File: config.mk
export PLATFORM = sky130hd
export DESIGN_NAME = life_matrix_scan
export DESIGN_NICKNAME = d
export VERILOG_FILES = /design/src/rtl/life_pkg.sv /design/src/rtl/life_frame_buffer.sv /design/src/rtl/life_matrix_scan.sv
export SDC_FILE = /design/constraint.sdc
export NUM_CORES = 1
export LEC_CHECK = 0
export ABC_AREA = 1
export BUFFER_PORTS_ARGS = -buffer_cell sky130_fd_sc_hd__buf_2
export CORE_AREA = 2 2 123 125
export CTS_BUF_LIST = sky130_fd_sc_hd__clkbuf_4 sky130_fd_sc_hd__clkbuf_8
export CTS_CLUSTER_DIAMETER = 50
export DETAILED_ROUTE_END_ITERATION = 16
export DIE_AREA = 0 0 125 127
export PLACE_DENSITY_LB_ADDON = 0.1
export SYNTH_ARGS = -nofsm -noshare
export SYNTH_HDL_FRONTEND = slang
export SYNTH_HIERARCHICAL = 1
export SYNTH_SLANG_ARGS = --single-unit
File: constraint.sdc
create_clock -name clk -period 2.73 [get_ports clk]
set_clock_uncertainty 0.05 [all_clocks]
set_input_delay 0.546 -clock clk [delete_from_list [all_inputs] [get_ports clk]]
set_output_delay 0.546 -clock clk [all_outputs]
set_load 0.01 [all_outputs]
File: src/rtl/life_pkg.sv
// Shared constants and types for the life-matrix display path.
package life_pkg;

    localparam int unsigned GRID_W = 64;
    localparam int unsigned ROWS   = 8;
    localparam int unsigned COLS   = 8;

    typedef enum logic [1:0] {
        SCAN_IDLE,
        SCAN_BLANK,
        SCAN_DRIVE
    } scan_state_t;

    // Column slice for one row of a packed generation; bit r*COLS+c is row r, column c.
    function automatic logic [COLS-1:0] grid_row(input logic [GRID_W-1:0] g,
                                                 input logic [2:0]        row);
        return g[row*COLS +: COLS];
    endfunction

endpackage

File: src/rtl/life_frame_buffer.sv
// Double buffer between the evolution register and the scan: pending generation,
// pending flag and the displayed generation, swapped only at frame boundaries.
module life_frame_buffer
    import life_pkg::*;
(
    input  logic              clk,
    input  logic              reset,
    input  logic [GRID_W-1:0] grid,
    input  logic              grid_valid,
    input  logic              swap,
    output logic [GRID_W-1:0] display,
    output logic              frame_ack
);

    logic [GRID_W-1:0] pending_q, pending_d;
    logic [GRID_W-1:0] display_q, display_d;
    logic              flag_q, flag_d;
    logic              frame_ack_q;
    logic              take;

    assign take = swap && flag_q;

    // A grid arriving on the swap edge lands in pending after the old value moves out.
    always_comb begin
        pending_d = pending_q;
        display_d = display_q;
        flag_d    = flag_q;
        if (take) begin
            display_d = pending_q;
            flag_d    = 1'b0;
        end
        if (grid_valid) begin
            pending_d = grid;
            flag_d    = 1'b1;
        end
    end

    always_ff @(posedge clk) begin
        if (!reset) begin
            pending_q   <= '0;
            display_q   <= '0;
            flag_q      <= 1'b0;
            frame_ack_q <= 1'b0;
        end else begin
            pending_q   <= pending_d;
            display_q   <= display_d;
            flag_q      <= flag_d;
            frame_ack_q <= take;
        end
    end

    assign display   = display_q;
    assign frame_ack = frame_ack_q;

endmodule

File: src/rtl/life_matrix_scan.sv
// Row-multiplexed scan of an 8x8 LED matrix with anti-ghosting blanking before
// every row and tear-free generation swaps at the start of each frame.
module life_matrix_scan
    import life_pkg::*;
#(
    parameter int unsigned ROW_DWELL    = 1000,
    parameter int unsigned BLANK_CYCLES = 16
) (
    input  logic              clk,
    input  logic              reset,
    input  logic              enable,
    input  logic [GRID_W-1:0] grid,
    input  logic              grid_valid,
    output logic [ROWS-1:0]   row_sel,
    output logic [COLS-1:0]   col_data,
    output logic              frame_start,
    output logic              frame_ack
);

    localparam int unsigned CNT_MAX = (ROW_DWELL > BLANK_CYCLES) ? ROW_DWELL : BLANK_CYCLES;
    localparam int unsigned CNT_W   = $clog2(CNT_MAX + 1);
    localparam logic [CNT_W-1:0] DWELL_LAST = CNT_W'(ROW_DWELL - 1);
    localparam logic [CNT_W-1:0] BLANK_LAST = CNT_W'(BLANK_CYCLES - 1);

    scan_state_t       state_q;
    logic [2:0]        row_q;
    logic [CNT_W-1:0]  cnt_q;
    logic [GRID_W-1:0] display;
    logic              blank_done;
    logic              row_done;
    logic              swap;

    assign blank_done = (cnt_q == BLANK_LAST);
    assign row_done   = (cnt_q == DWELL_LAST);

    // Edges that enter row-0 blanking: leaving idle, or finishing row 7.
    assign swap = enable && ((state_q == SCAN_IDLE) ||
                             (state_q == SCAN_DRIVE && row_done && row_q == 3'd7));

    life_frame_buffer u_frame_buffer (
        .clk        (clk),
        .reset      (reset),
        .grid       (grid),
        .grid_valid (grid_valid),
        .swap       (swap),
        .display    (display),
        .frame_ack  (frame_ack)
    );

    always_ff @(posedge clk) begin
        if (!reset || !enable) begin
            state_q     <= SCAN_IDLE;
            row_q       <= 3'd0;
            cnt_q       <= '0;
            row_sel     <= '0;
            col_data    <= '0;
            frame_start <= 1'b0;
        end else begin
            frame_start <= 1'b0;
            unique case (state_q)
                SCAN_IDLE: begin
                    state_q     <= SCAN_BLANK;
                    row_q       <= 3'd0;
                    cnt_q       <= '0;
                    row_sel     <= '0;
                    col_data    <= '0;
                    frame_start <= 1'b1;
                end
                SCAN_BLANK: begin
                    if (blank_done) begin
                        state_q  <= SCAN_DRIVE;
                        cnt_q    <= '0;
                        row_sel  <= ROWS'(1) << row_q;
                        col_data <= grid_row(display, row_q);
                    end else begin
                        cnt_q <= cnt_q + CNT_W'(1);
                    end
                end
                SCAN_DRIVE: begin
                    if (row_done) begin
                        state_q     <= SCAN_BLANK;
                        cnt_q       <= '0;
                        row_q       <= row_q + 3'd1;
                        row_sel     <= '0;
                        col_data    <= '0;
                        frame_start <= (row_q == 3'd7);
                    end else begin
                        cnt_q <= cnt_q + CNT_W'(1);
                    end
                end
                default: begin
                    state_q  <= SCAN_IDLE;
                    row_q    <= 3'd0;
                    cnt_q    <= '0;
                    row_sel  <= '0;
                    col_data <= '0;
                end
            endcase
        end
    end

endmodule

==> results of run 1 <==
## cell type report
| type | instances | share of cell area, % |
|---|---|---|
| Timing Repair Buffer | 98 | 6.93 |
| Tap cell | 184 | 2.90 |
| Clock inverter | 12 | 1.65 |
| Sequential cell | 162 | 40.8 |
| Clock buffer | 20 | 3.39 |
| Multi-Input combinational cell | 718 | 39.7 |
| Inverter | 95 | 4.65 |
## metrics by stage
stage / instances / hold WS [ps] / area (sq um) / util (%)
after global placement: 1257 / 396 / 7540 / 52.3
after global routing: 1289 / 242 / 7940 / 55.1
after CTS: 1289 / 232 / 7940 / 55.1
after detailed placement: 1257 / 402 / 7540 / 52.3
final: 1289 / 263 / 7940 / 55.1
after floorplan: 1033 / 391 / 7150 / -
## power by group through the flow
stage / Clock [mW] / Combinational, mW / Sequential (mW)
floorplan: 0 / 0.350 / 2.59
global placement: 0 / 0.446 / 2.61
detailed placement: 0 / 0.451 / 2.61
CTS: 1.80 / 0.455 / 2.55
global route: 1.90 / 0.535 / 2.57
finish: 1.75 / 0.451 / 2.55
## flip-flops by register name (all words and copies together) (netlist names)
name,count
u_frame_buffer/flag_q,1
row_q,3
u_frame_buffer/display,64
state_q,2
row_sel,8
col_data,8
cnt_q,10
u_frame_buffer/frame_ack,1
u_frame_buffer/pending_q,64
frame_start,1
## logic make-up (layout without fill, tap and decap cells)
logic type	Yosys count	after routing	synth area share (%)
AND/OR/NAND/NOR	578	578	32.0
flip-flops	162	162	45.3
buffers and inverters	153	225	10.7
AO/OA/AOI/OAI	125	125	9.57
adder cells (fa/ha/maj)	10	10	1.75
XOR/XNOR	5	5	0.612
## worst paths after layout
check                                                   end  slack [ps]  depth (start not counted)
setup / recovery     u_frame_buffer/display[5]$_SDFFE_PN0P_         430                          9
hold / removal    u_frame_buffer/pending_q[28]$_SDFFE_PN0P_         260                          3
setup reg to reg     u_frame_buffer/display[5]$_SDFFE_PN0P_         430                          9
hold reg to reg                     row_sel[0]$_SDFFE_PP0P_         410                          2
## per-layer routing
metal	up-vias	wire, um	global-route usage (%)
li1	3259	-	-
met1	2653	7910	29.0
met2	98	6610	31.2
met3	14	626	4.15
met4	0	161	6.99
met5	-	0	0
## placed cells by master (no fill, tap or decap)
cell type   netlist  final
nor2_1          303    303
nand2_1         229    228
dfxtp_1         162    162
inv_1            88     88
o21ai_0          88     88
buf_2            20     84
clkbuf_8          0     19
a21oi_1          14     14
nand2_2          13     13
nor3_1           12     12
a21oi_2          12     12
buf_4            11     12
nand3_1          10     10
ha_1             10     10
o21ai_1           9      9
inv_2             4      4
nand2_4           3      4
xor2_1            4      4
clkinvlp_4        0      4
clkinv_2          0      3
clkinv_1          2      2
nor2_2            2      2
nand4_1           2      2
bufinv_16         0      2
clkinv_4          0      2
buf_12            0      2
a21boi_0          1      1
o21ai_4           1      1
nand3_2           1      1
nor4_1            1      1
xnor2_1           1      1
nand3_4           1      1
clkinv_8          1      1
nand3b_1          1      1
inv_6             0      1
clkbuf_4          0      1
## tightest hold or removal path: stages
cell and delay, ps:
buf_2 70, nor2_1 30, nor2_1 80
==> results list, run 1 <==
- The run finished with clean final reports.
- Die Y-Extent: 127 um
- Mean cell area of the mapped netlist: 6.92 sq um
- Before CTS, the worst setup slack after placement is 469 ps.
- Detailed routing inserted a total of 6024 vias.
* Rel. slew slack: 58.2%
- Number of sinks handled by clock tree synthesis: 162
- Detail-routed net length per standard cell: 11.9 um
- The critical path goes through ha_1 -> nand2_2 -> nor2_2 -> nand4_1 -> a21boi_0 -> nand2_4 -> buf_4 -> nor2_1 -> nor2_1.
- Counting flops and latches in the post-synthesis netlist gives 162.
* Area share of the largest cell type after synthesis: 45.3%
* Skew-Pair Late Insertion Delay: 450 ps
- Critical path arrival: 2590 ps
* CTS tree: built
* Post-Synthesis Cells: 1033
- Maximum vdd ir drop: 0.472 mV
- The max-slew violation count came to 0.
- Area growth from synthesis to layout: 11.0%
* Count of unique library cells instantiated by Yosys: 33
* Share of power burned in combinational logic: 9.5%
- Switching Share: 25.8%
* Effective utilization at floorplan: 49.6%
* Avg Vias per Cell: 4.67
- Drt first-iter violations: 490
* RSZ-0062 raised after global routing: no
- STA classifies the critical path startpoint as a flip-flop.
- The root buffer cell chosen for the clock tree is clkbuf_8.
* Post-CTS repair timing setup buffer count: 0
- Yosys printed 6 warnings.
* Vias in the first global route: 5618
- Row generation in the floorplan step produced 44 rows.
- Die Outline Area: 15900 sq um
- Residual overflow from global routing: 0
- On the critical path, the stage with the largest delay is an instance of dfxtp_1.
- After filler insertion, the fill cell instance count of the layout stands at 1480.
* Number of placed I/O pins: 86
* Number of antenna violations at the first check in global routing: 0
- In this run the most critical hold path is launched from grid[28].
* Total chip power: 4.75 mW
* Area of combinational cells with multiple inputs: 3150 sq um
- The startpoint identified for the worst register-to-register timing path is cnt_q[0]$_SDFF_PP0_.
- Sorting the synthesized cells by area gives the leading types as dfxtp_1 45%, nor2_1 16%, nand2_1 12%, o21ai_0 6.2%, inv_1 4.6%.
- The detail route stage leaves a number of antenna-violating nets equal to 0.
* Synth Net Count: 1111
- Prevailing post-synth register cell: dfxtp_1
- Part of the power in the clock network: 36.8%
- Kind of capture point of the worst setup path: flip-flop
* Most repeated cell in the gate-level netlist after synthesis: nor2_1
* Number of diodes: 0
- Largest area contributor in the netlist: dfxtp_1
* Number of endpoints failing setup at the final stage: 0
- Most instantiated cells after synthesis: 303 x nor2_1, 229 x nand2_1, 162 x dfxtp_1, 88 x inv_1, 88 x o21ai_0
- For this run, the total global-route usage over all layers was measured as 20.5%.
- The setup path with the least slack is of type flip-flop to flip-flop.
* Global placement routability congestion: 0.779
- The clock period could shrink to 2300 ps.
- Total negative slack for setup checks: 0 ps
- For this run, design rule violations remaining after detail routing come to 0.
* Largest net degree at the start of global routing: 87
* Proportion of synthesized flip-flops having asynchronous set or reset: 0%
* Launching instance or port of the critical path: cnt_q[0]$_SDFF_PP0_
- Global-route wire length before repair: 26.7 mm
- Length of the first detailed-routing pass in iterations: 5
* Class of the tightest hold or removal check: input port to flip-flop
* Share of synthesized area occupied by flip-flops and latches: 45.3%
* Clock Path Buffers: 2
- Number of flops mapped to enable cells by yosys: 0
- CTS resizes: 0
- The region available for standard cell placement spans 14400 sq um.
- Leakage Power: 3.90 nW
* Most used cell along the critical path: nor2_1
- Post-Route WL: 15.3 mm
- Synthesized cell area: 7150 sq um
- Of the cells placed in the final design, the portion with a size suffix greater than 1 is 15.3%.
* Largest fanout on the critical path: 40
- Hold repair after CTS inserted 0 buffers.
- Worst-Margin Slew: 626 ps
* Total of max-cap violations: 0
- Share of power burned in registers: 53.7%
* Category of cells accounting for the largest share of critical-path delay: simple AND/OR/NAND/NOR gates
- Part of the cycle the worst path needs: 84.1%
* Required time at the worst-slack endpoint: 3030 ps
* Half-perimeter wire length of the detailed placement result: 9.95 mm
- The number of hold violations in the final report was 0.
* Flip-flop and latch area: 3240 sq um
* Final worst-path setup slack: 435 ps
- TritonCTS created 17 clock buffers.
- Clock slew at the register clock pins of the worst setup and hold paths: 80 ps
- Die outline width: 125 um
- Static timing analysis puts the maximum clock frequency at 0.436 GHz.
* Count of buffers from port buffering: 85
- Power per Cell Area: 598 nW/um^2
- In the final design database the tool counted 1170 nets.
- Htree depth: 4
* Design internal power: 3.52 mW
- Slowest Stage Delay on Critical Path: 400 ps
- The number of buffers and inverters on the critical path is 1.
* Power spent charging and discharging nets: 1.23 mW
Power figures use the tool's default switching activity.
==> run 2: changes to the inputs <==
--- a/config.mk
+++ b/config.mk
@@ -5,13 +5,13 @@
 export SDC_FILE = /design/constraint.sdc
 export NUM_CORES = 1
 export LEC_CHECK = 0
-export ABC_AREA = 1
+export ABC_AREA = 0
 export BUFFER_PORTS_ARGS = -buffer_cell sky130_fd_sc_hd__buf_2
-export CORE_AREA = 2 2 123 125
+export CORE_AREA = 2 2 121 123
 export CTS_BUF_LIST = sky130_fd_sc_hd__clkbuf_4 sky130_fd_sc_hd__clkbuf_8
 export CTS_CLUSTER_DIAMETER = 50
 export DETAILED_ROUTE_END_ITERATION = 16
-export DIE_AREA = 0 0 125 127
+export DIE_AREA = 0 0 123 125
 export PLACE_DENSITY_LB_ADDON = 0.1
 export SYNTH_ARGS = -nofsm -noshare
 export SYNTH_HDL_FRONTEND = slang
==> constraint.sdc (replaced) <==
create_clock -name clk -period 2.06 [get_ports clk]
set_clock_uncertainty 0.05 [all_clocks]
set_input_delay 0.412 -clock clk [delete_from_list [all_inputs] [get_ports clk]]
set_output_delay 0.412 -clock clk [all_outputs]
set_load 0.01 [all_outputs]
==> results list, run 2 <==
- Required time at the worst-slack endpoint: 2390 ps
- The cell count after synthesis came out at 695.
- In this run, synthesis produced a sequential element count of 162.
- Effective utilization at floorplan: 48.3%
* Total chip power: 6.05 mW
- Number of antenna violations at the first check in global routing: 0
- Derived from the worst setup path, the maximum achievable clock frequency is 0.493 GHz.
- Run status: completed
- The total overflow left after global routing is 0.
- For this block, the initial DRC count from the detailed router was 367.
- CTS tree: built
- End of the worst hold path: u_frame_buffer/pending_q[63]$_SDFFE_PN0P_
- Setup violations remaining at the end of the flow were counted as 0.
- For the pin with the worst max-slew slack, the measured transition is 354 ps.
- Buffer type at the clock tree root: clkbuf_8
- Prevailing post-synth register cell: dfxtp_1
- Cts bufs inserted: 17
* RSZ-0062 raised after global routing: yes
* R2r setup slk: 30 ps
- For this run, the register share of the synthesized area comes to 47.2%.
- STA classifies the critical path startpoint as a flip-flop.
- For this run, the share of the core covered by cells in the final layout is 57.3%.
- Of all nets on the critical path, the largest fanout is 5.
- After detailed placement, the design holds a cell count of 932.
* Core region area: 14200 sq um
- Final Hold Vio Count: 0
- Post-Route WL: 16.3 mm
- The number of cells on the worst reg-to-reg path is 5.
* Kind of capture point of the worst setup path: flip-flop
- Detail-routed net length per standard cell: 16.8 um
- In this run the remaining antenna-violating nets after routing total 0.
- Global routing used 20.7% of the available tracks.
* Cell depth of the worst min-delay path: 3
- The critical path goes through or4_4 -> o41a_1 -> buf_4 -> o21ai_0 -> o311a_1.
- Synthesis produced a netlist with a net count of 773.
- Synthesized cell area: 6870 sq um
- Part of the cycle the worst path needs: 98.6%
* Min-delay src: grid[63]
- By count the netlist is led by 162 x dfxtp_1, 93 x nand2_1, 82 x mux2i_1, 67 x nand4_1, 66 x nor2b_1.
* Die outline width: 123 um
- The library cell used most frequently in the layout, excluding fill and tap cells, is dfxtp_1.
* Vias in the first global route: 4835
* Synth top area cells: dfxtp_1 47%, mux2i_1 12%, nand4_1 6.1%, nor2b_1 6.0%, mux4_2 5.2%
* Avg Vias per Cell: 5.40
* Area share of the largest cell type after synthesis: 47.2%
* Half-perimeter wire length of the detailed placement result: 10.9 mm
- Area growth from synthesis to layout: 18.5%
* Number of nets in the finished design: 855
* Clock Path Buffers: 2
- Crit Path Class: flip-flop to flip-flop
- In this run the vertical extent of the chip is 125 um.
* Number of flops mapped to enable cells by yosys: 0
* Count of buffers from port buffering: 85
- The netlist uses 35 different library cells.
- A synthesized cell averages 9.88 sq um.
- Final-report max-slew violation count: 0
- For this design, the slowest cell found on the critical path is or4_4.
- Entering global routing, the biggest net connects 89 pins.
* Length of the first detailed-routing pass in iterations: 5
- Clock slew at the register clock pins of the worst setup and hold paths: 80 ps
- Leakage Power: 3.30 nW
- At the worst endpoint, the arrival time is 2360 ps.
* Routed vias: 5230
- During I/O placement, the number of pins put on the boundary was 86.
- Worst reg2reg startpoint: cnt_q[6]$_SDFF_PP0_
* Rel. slew slack: 76.3%
- Total of max-cap violations: 0
* Global placement routability congestion: 0.879
* Slowest Stage Delay on Critical Path: 540 ps
- Most repeated cell in the gate-level netlist after synthesis: dfxtp_1
- The repair_antennas step left the layout with diodes totalling 0.
- Power per Cell Area: 743 nW/um^2
* Largest area contributor in the netlist: dfxtp_1
- Maximum vdd ir drop: 0.384 mV
- After detailed routing, the number of remaining DRC violations is 0.
- Proportion of synthesized flip-flops having asynchronous set or reset: 0%
* Class of the tightest hold or removal check: input port to flip-flop
- For the worst-skew pair, the clock arrives at the later sink with an insertion delay of 440 ps.
* Final std cells w/o fill: 969
* Ratio of cells with drive above 1 in the final layout: 25.5%
* Time the final worst path needs with I/O delays and setup: 2030 ps
- Die Outline Area: 15400 sq um
- Number of warnings reported in the yosys synthesis log: 6
- The top cell types in the final layout, fill and taps aside, are 155 x dfxtp_1, 93 x nand2_1, 83 x buf_2.
- Global-route wire length before repair: 25.0 mm
* R2r endpoint: state_q[0]$_SDFFE_PP0P_
- Number of sinks handled by clock tree synthesis: 162
- Htree depth: 4
* Number of core rows: 44
run 2: how the worst max path moves through the flow:
stage,start,slack [ps],depth (start not counted),end
2_1_floorplan,cnt_q[6]$_SDFF_PP0_,30,5,state_q[1]$_SDFFE_PP0P_
3_3_place_gp,cnt_q[6]$_SDFF_PP0_,40,4,col_data[7]$_SDFFE_PP0P_
3_5_place_dp,cnt_q[6]$_SDFF_PP0_,-30,4,col_data[3]$_SDFFE_PP0P_
4_1_cts,cnt_q[8]$_SDFF_PP0_,4,5,col_data[3]$_SDFFE_PP0P_
5_1_grt,cnt_q[8]$_SDFF_PP0_,-80,8,u_frame_buffer/display[3]$_SDFFE_PN0P_
6_report,cnt_q[6]$_SDFF_PP0_,30,5,state_q[0]$_SDFFE_PP0P_
run 2: area by class of cell:
class / count / area (sq um)
multi-input combinational: 468 / 3360
fill: 1261 / 6070
sequential: 162 / 3250
inverter: 8 / 30.0
clock inverter: 7 / 87.6
timing repair buffer: 120 / 908
clock buffer: 20 / 269
tap: 184 / 230
run 2: power by group:
group | internal (mW) | switching, mW | total (mW)
combinational | 0.269 | 0.308 | 0.577
sequential | 3.23 | 0.0678 | 3.30
clock | 1.11 | 1.06 | 2.17
run 2: metrics by stage:
stage          worst slack (ps)  hold WS, ps  instance area (sq um)  TNS, ps
2_1_floorplan              27.6          375                   6870        0
3_3_place_gp               35.7          383                   7500        0
3_5_place_dp              -28.7          394                   7500     -145
4_1_cts                    4.47          148                   7880        0
5_1_grt                   -78.2          146                   8140    -3110
6_report                   29.6          171                   8140        0
run 2: layer usage:
layer | share of wire [%] | vias to the layer above | track usage [%] | routed length (um)
met5 | 0 | - | 0 | 0
met4 | 1.4 | 0 | 6.22 | 231
met3 | 4.6 | 12 | 4.97 | 750
met2 | 48 | 115 | 32.6 | 7800
met1 | 46 | 2482 | 28.4 | 7490
li1 | - | 2621 | - | -
run 2: critical path: cells and delay by family (launching register included):
kind	cells	cell delay [ps]
and+or+nand+nor	1	540
DFF	1	330
buffers and inverters	1	180
AOI/OAI and AO/OA	3	870
run 2: kinds of logic (layout without fill, tap and decap cells):
group | Yosys count | count (layout) | synth area share [%]
flops | 162 | 162 | 47.2
xor+xnor | 8 | 8 | 1.02
mux | 98 | 98 | 17.2
buf+inv | 66 | 155 | 5.79
compound gates | 83 | 84 | 6.47
simple gates | 268 | 268 | 20.5
fa+ha+maj | 10 | 10 | 1.82
run 2: repair_timing:
action	4_1_cts	5_1_grt
pin swaps	0	26
hold buffers	0	0
endpoints found under the hold margin	0	0
setup endpoints to repair	47	83
gates resized for setup	1	37
setup buffers	1	2
gates cloned	1	6
